$ cat src/rtl/oam_dma.sv
// -----------------------------------------------------------------------------
// oam_dma -- sprite (OAM) DMA engine, CLK_NES domain.
//
// A CPU write to REG_ADDR latches a source page and halts the CPU while
// 256 bytes are copied from {PAGE, 8'h00..8'hFF} to OAM_DATA_ADDR, one
// read/write pair per byte. One dummy HALT cycle is always spent, plus an
// ALIGN cycle when HALT falls on an odd cycle.
//
// Ports
//   CLK         system clock, rising edge
//   RESET       synchronous, active-high
//   ADDR        CPU bus address (low 16 bits)
//   CPU_WR_N    CPU strobe, 1 = read, 0 = write
//   CPU_DO      CPU write data (source page on trigger)
//   DMA_DI      bus read data returned to DMA (1-cycle latency)
//   RDY         CPU ready, 0 halts the CPU
//   DMA_ACTIVE  1 while the DMA owns the bus
//   DMA_ADDR    DMA bus address
//   DMA_DO      DMA write data
//   DMA_WR_N    DMA strobe, 1 = read, 0 = write
//   DONE        one-cycle pulse after the last write
// -----------------------------------------------------------------------------
module oam_dma #(
  parameter logic [15:0] REG_ADDR      = 16'h4014,
  parameter logic [15:0] OAM_DATA_ADDR = 16'h2004
) (
  input  logic        CLK,
  input  logic        RESET,
  input  logic [15:0] ADDR,
  input  logic        CPU_WR_N,
  input  logic [7:0]  CPU_DO,
  input  logic [7:0]  DMA_DI,
  output logic        RDY,
  output logic        DMA_ACTIVE,
  output logic [15:0] DMA_ADDR,
  output logic [7:0]  DMA_DO,
  output logic        DMA_WR_N,
  output logic        DONE
);

  typedef enum logic [2:0] {
    S_IDLE,
    S_HALT,
    S_ALIGN,
    S_READ,
    S_WRITE
  } state_t;

  state_t     state;
  state_t     state_nxt;
  logic [7:0] page;
  logic [7:0] idx;
  logic       parity;
  logic       done_q;
  logic       trigger;
  logic       last_write;

  // State and datapath registers
  always_ff @(posedge CLK) begin
    if (RESET) begin
      state  <= S_IDLE;
      page   <= '0;
      idx    <= '0;
      parity <= 1'b0;
      done_q <= 1'b0;
    end else begin
      state  <= state_nxt;
      parity <= ~parity;
      // DONE is registered so it appears in the IDLE cycle after the last write
      done_q <= last_write;
      if (trigger) begin
        page <= CPU_DO;
        idx  <= '0;
      end else if (state == S_WRITE) begin
        idx  <= idx + 8'd1;
      end
    end
  end

  // Next-state and output decode; outputs depend on registered state only
  // (plus DMA_DI passed through as write data), never on ADDR/CPU_WR_N.
  always_comb begin
    state_nxt  = state;
    trigger    = 1'b0;
    last_write = 1'b0;
    RDY        = 1'b0;
    DMA_ACTIVE = 1'b1;
    DMA_ADDR   = '0;
    DMA_DO     = '0;
    DMA_WR_N   = 1'b1;

    case (state)
      S_IDLE: begin
        RDY        = 1'b1;
        DMA_ACTIVE = 1'b0;
        if ((ADDR == REG_ADDR) && !CPU_WR_N) begin
          trigger   = 1'b1;
          state_nxt = S_HALT;
        end
      end
      S_HALT: begin
        state_nxt = parity ? S_ALIGN : S_READ;
      end
      S_ALIGN: begin
        state_nxt = S_READ;
      end
      S_READ: begin
        DMA_ADDR  = {page, idx};
        state_nxt = S_WRITE;
      end
      S_WRITE: begin
        DMA_ADDR = OAM_DATA_ADDR;
        DMA_DO   = DMA_DI;
        DMA_WR_N = 1'b0;
        if (idx == 8'hFF) begin
          last_write = 1'b1;
          state_nxt  = S_IDLE;
        end else begin
          state_nxt  = S_READ;
        end
      end
      default: begin
        state_nxt = S_IDLE;
      end
    endcase
  end

  assign DONE = done_q;

endmodule
$ cat config.mk
export PLATFORM = sky130hd
export DESIGN_NAME = oam_dma
export DESIGN_NICKNAME = d
export VERILOG_FILES = /design/src/rtl/oam_dma.sv
export SDC_FILE = /design/constraint.sdc
export NUM_CORES = 1
export LEC_CHECK = 0
export CORE_MARGIN = 1
export CORE_UTILIZATION = 34
export DETAILED_ROUTE_END_ITERATION = 8
export GPL_TIMING_DRIVEN = 0
export PLACE_DENSITY = 0.76
export SLEW_MARGIN = 10
export SYNTH_ARGS = -nofsm -noshare
export SYNTH_HDL_FRONTEND = slang
export SYNTH_SLANG_ARGS = --single-unit
$ cat constraint.sdc
create_clock -name CLK -period 1.45 [get_ports CLK]
set_input_delay 0.145 -clock CLK [delete_from_list [all_inputs] [get_ports CLK]]
set_output_delay 0.145 -clock CLK [all_outputs]
set_load 0.05 [all_outputs]
======== After elaboration in Yosys (flattened, before gate mapping) ========
Cells that the tools add are included.
word-level totals
  bits of input ports ..................... 35
  register bits after elaboration ......... 21
operators by class
  equality and inequality tests ........... 7
  $add $sub $neg .......................... 1
  mux-type cells .......................... 12
  bitwise gates (word level) .............. 2
  reductions and logical operators ........ 5
operator list
  kind                    count
  $pmux W16 S2            1
  $eq A16 B15 Y1 const B  1
  $pmux W3 S5             1
  $add A8 B1 Y8 const B   1
  $eq A8 B8 Y1 const B    1
  $mux W8                 1
  $mux W1                 7
  $eq A3 B2 Y1 const B    2
  $reduce_or A2 Y1        2
  $eq A3 B1 Y1 const B    1
  $eq A3 B3 Y1 const B    1
  $logic_not A3 Y1        1
  $mux W3                 1
  $mux W2                 1
  $ne A2 B2 Y1 const B    1
  $not A1 Y1              2
  $logic_and A1 B1 Y1     1
  $logic_not A1 Y1        1

======== Longest topological paths before layout ========
  word-level depth ........................ 5
  gate-level depth with buffers ........... 6

======== Worst setup path after synthesis ========
OpenSTA, ideal clock, no wires.
  path kind ............................... register -> register
  start point ............................. register state[0]
  end point ............................... register state[0]
  library setup time ...................... 0.119 ns
  required time ........................... 1.331 ns
  setup slack ............................. -0.318 ns
  cell stages (with the launch flop) ...... 5
  data arrival time ....................... 1.649 ns
  period minus slack after synthesis ...... 1.768 ns
  cell sequence ........................... dfxtp_1 -> nor3_1 -> buf_2 -> inv_1 -> o221a_2
on the way
  cells in the longest elaborated chain, start to end .. 2
RTL lines
  element                                      RTL line  RTL
  start: declaration                           49        state_t state;
  start signal: assignment                     67        state <= state_nxt;
  $eq A3 B3 Y1 (tied with other cells)         92        case (state)
  $pmux W3 S5 or $ne A2 B2 Y1 (tied branches)  -
Several ways; a longest one is shown, not always the timed one.
A chain may end at the register's enable or synchronous reset.

======== Worst setup path after layout ========
  start point ............................. register state[2]
  end point ............................... output DMA_ADDR[12]
on the way
  cells in the longest elaborated chain, start to end .. 2
RTL lines
  element                                       RTL line  RTL
  $eq A3 B3 Y1 or $eq A3 B2 Y1 (tied branches)  92
  $pmux W16 S2 *                                92
  end: declaration                              35        output logic [15:0] DMA_ADDR,
Every way passes the cells marked *; elsewhere a longest branch is shown, timed or not.

==> results.ini <==
[synthesis]
ys_top_cells_by_count = sky130_fd_sc_hd__and2_1 (24), sky130_fd_sc_hd__dfxtp_1 (21), sky130_fd_sc_hd__nand4_1 (10), sky130_fd_sc_hd__nor3_1 (10), sky130_fd_sc_hd__nand2_1 (9)
synth_largest_area_cell = sky130_fd_sc_hd__dfxtp_1
synth.yosys.warnings = 0
syn_nets = 172
cell_area_synth_mm2 = 0.00114
synth_area_leaders = sky130_fd_sc_hd__dfxtp_1 (37%), sky130_fd_sc_hd__and2_1 (13%), sky130_fd_sc_hd__nand4_1 (5.5%)
yosysMostFrequentCell = sky130_fd_sc_hd__and2_1
async_reset_ff_frac = 0
synth_seq_area_share = 0.370
most_used_flip_flop_cell_after_synthesis = sky130_fd_sc_hd__dfxtp_1
synthDistinctLibCells = 27
postSynthRegisterBits = 21
syn_inst = 136
number_of_enable_flip_flop_cells_after_synthesis = 0
mapped_avg_cell_area_um2 = 8.36
synthDominantCellAreaShare = 0.370

[routing]
drt-pass1-iter-count = 4
drt-initial-drc-count = 45
antenna_violating_nets_post_route = 0
drc = 0
route.final.wire_length_um = 3770
dr_total_vias = 1366
route.detailed.vias_per_inst = 5.12
wire_per_inst_um = 14.1

[critical_path]
critical_path.reg2reg.endpoint = idx[4]
cp_common_cell = sky130_fd_sc_hd__buf_8
worst-endpoint-arrival_ns = 1.44
r2r-start = state[1]
crit_path_max_incr_delay_ns = 0.38
critical_path_peak_fanout = 5
critPathRequiredTime_ns = 1.31
reg2reg_slack_ns = 0.06
start_kind = register
critical_path.slowest_cell = sky130_fd_sc_hd__dfxtp_4
r2r_cells = 6
worst-setup-path-type = reg2out
setup.worst_path.end_class = primary output
crit_chain = buf_6 -> nor2_4 -> buf_8 -> and2_4 -> buf_8

[cells_and_area]
diodes = 0
area_growth_pct = 107
fill_cells = 220
layout.cells.non_filler = 267
layout.nets = 260
layout-drive-gt1-share = 0.475

[power_and_ir_drop]
worst_ir_drop_vdd_uv = 302
report.power.total_w = 0.000993
pwr_dens_mw_per_mm2 = 422
leakagePower_nw = 1.01

[hold_path]
endpoint_with_the_worst_hold_slack = parity
min_path_cells = 2
min_delay_startpoint = RESET
min_path_type = in2reg

[outcome]
violations = negative setup slack
status = finished with violations

[floorplanning]
die-width_um = 59.8
rows = 20
fp.dieH_um = 59.8
initial_utilization = 0.367
design.die.area_mm2 = 0.00358
pin_count = 63
fp.coreArea_mm2 = 0.00310

[clocking]
num_clock_sinks = 21
insertion_delay_ns = 0.31
tritoncts.num_buffers = 3
clock_tree.root_cell = sky130_fd_sc_hd__clkbuf_4
worst_path_clk_slew_ns = 0.13
cts-root-to-sink-buffers = 2
htree_num_levels = 1
cts_tree = yes

[global_route]
grt_pass1_vias = 1336
gr-usage-all-layers = 0.213
grt_remaining_overflow = 0
grt_start_max_net_pins = 13
grt_first_pass_wirelength_um = 5730
antenna_found_initial = 0

[timing]
final_hold_viol_count = 0
max_slew.worst_pin.slew_ns = 0.481
setup_viol_count_final = 27
final_report_max_slew_violation_count = 0
final_min_period_over_clock_period = 1.09
finalHoldWorstSlack_ns = 0.215
achievable-frequency_mhz = 633
rsz0062_at_grt = true
worst_slack_ns = -0.130
finalCriticalPeriod_ns = 1.58
fin_worst_skew_ns = 0.00218
worst_slew_slack_as_a_fraction_of_its_limit = 0.680

[place]
port_buffers = 61
pre_cts_slack_ns = -0.973
placed_cells_incl_taps = 241
detailedPlacementHpwl_um = 2540
finalWeightedCongestion = 0.832

[flow_run]
max_cap_violations = 0

## worst max-delay path by stage
stage,cells past startpoint,slack [ns],endpoint,startpoint
after floorplan,4,-0.08,state[1],state[2]
after global placement,5,-0.98,DMA_ADDR[12],state[0]
after detailed placement,5,-0.97,DMA_ADDR[12],state[0]
after CTS,5,-0.12,DMA_ADDR[12],state[0]
after global routing,5,-0.18,DMA_ADDR[6],state[1]
final,5,-0.13,DMA_ADDR[12],state[2]
## logic make-up (layout without fill, tap and decap cells)
| group | count (synthesis) | in the layout | synth area share |
|---|---|---|---|
| flip-flops | 21 | 21 | 0.370 |
| buffers and inverters | 10 | 97 | 0.0385 |
| AND/OR/NAND/NOR | 74 | 74 | 0.400 |
| adder cells (fa/ha/maj) | 1 | 1 | 0.0110 |
| XOR/XNOR | 8 | 8 | 0.0616 |
| multiplexers | 1 | 1 | 0.00880 |
| AO/OA/AOI/OAI | 21 | 21 | 0.110 |
## per-layer routing
layer,up-vias,GRT usage,wire (um)
li1,659,-,-
met1,626,0.215,1380
met2,79,0.432,2030
met3,2,0.0455,346
met4,0,0.0498,16
met5,-,0,0
## power by group
part	switching (W)	leakage (nW)	internal, W	total [W]
Sequential	0.00000122	0.172	0.000573	0.000574
Clock	0.000198	0.0177	0.000103	0.000301
Combinational	0.0000308	0.825	0.0000870	0.000118
Total	0.000230	1.01	0.000763	0.000993
## flip-flops by register name, indices dropped and copies added (netlist names)
signal,count
DONE,1
idx,8
page,8
parity,1
state,3
## worst max-delay path: cells and delay by family, from the launching register on
family	cells	cell delay [ns]
buf+inv	3	0.41
flops	1	0.38
simple gates	2	0.33
## repair_timing
item	CTS	global route
pin swaps	12	11
hold buffers	0	0
endpoints found under the setup margin	40	43
resized for setup	231	40
setup buffers	9	12
cloned	1	0
## cell type report
cell class,count,area [um^2],share of cell area
timing repair buffer,83,932,0.396
buffer,8,75.1,0.0319
sequential,21,432,0.183
tap,44,55.1,0.0234
multi-input combinational,105,816,0.347
clock inverter,1,5.00,0.00213
clock buffer,3,22.5,0.00957
inverter,2,16.3,0.00691
## metrics by stage
| stage | area, um^2 | util | TNS [ns] |
|---|---|---|---|
| floorplan | 1180 | - | -0.168 |
| global placement | 1850 | 0.596 | -25.34 |
| detailed placement | 1850 | 0.596 | -26.75 |
| CTS | 2120 | 0.682 | -2.49 |
| global route | 2350 | 0.758 | -4.48 |
| finish | 2350 | 0.758 | -2.78 |
## placed cells by master, fill, tap and decap left out, types with 4 or more instances in the layout
cell type | synthesis | layout
sky130_fd_sc_hd__a21oi_1 | 8 | 8
sky130_fd_sc_hd__and2_2 | 0 | 6
sky130_fd_sc_hd__and2_4 | 0 | 16
sky130_fd_sc_hd__buf_4 | 0 | 16
sky130_fd_sc_hd__buf_6 | 0 | 16
sky130_fd_sc_hd__buf_8 | 0 | 21
sky130_fd_sc_hd__clkdlybuf4s50_1 | 0 | 31
sky130_fd_sc_hd__dfxtp_1 | 21 | 18
sky130_fd_sc_hd__nand2_1 | 9 | 4
sky130_fd_sc_hd__nand4_1 | 10 | 10
sky130_fd_sc_hd__nor2_1 | 6 | 5
sky130_fd_sc_hd__nor3_1 | 10 | 8
sky130_fd_sc_hd__o21ai_0 | 8 | 7
sky130_fd_sc_hd__xnor2_1 | 5 | 5
No activity file was read; power rests on OpenSTA's default activity.
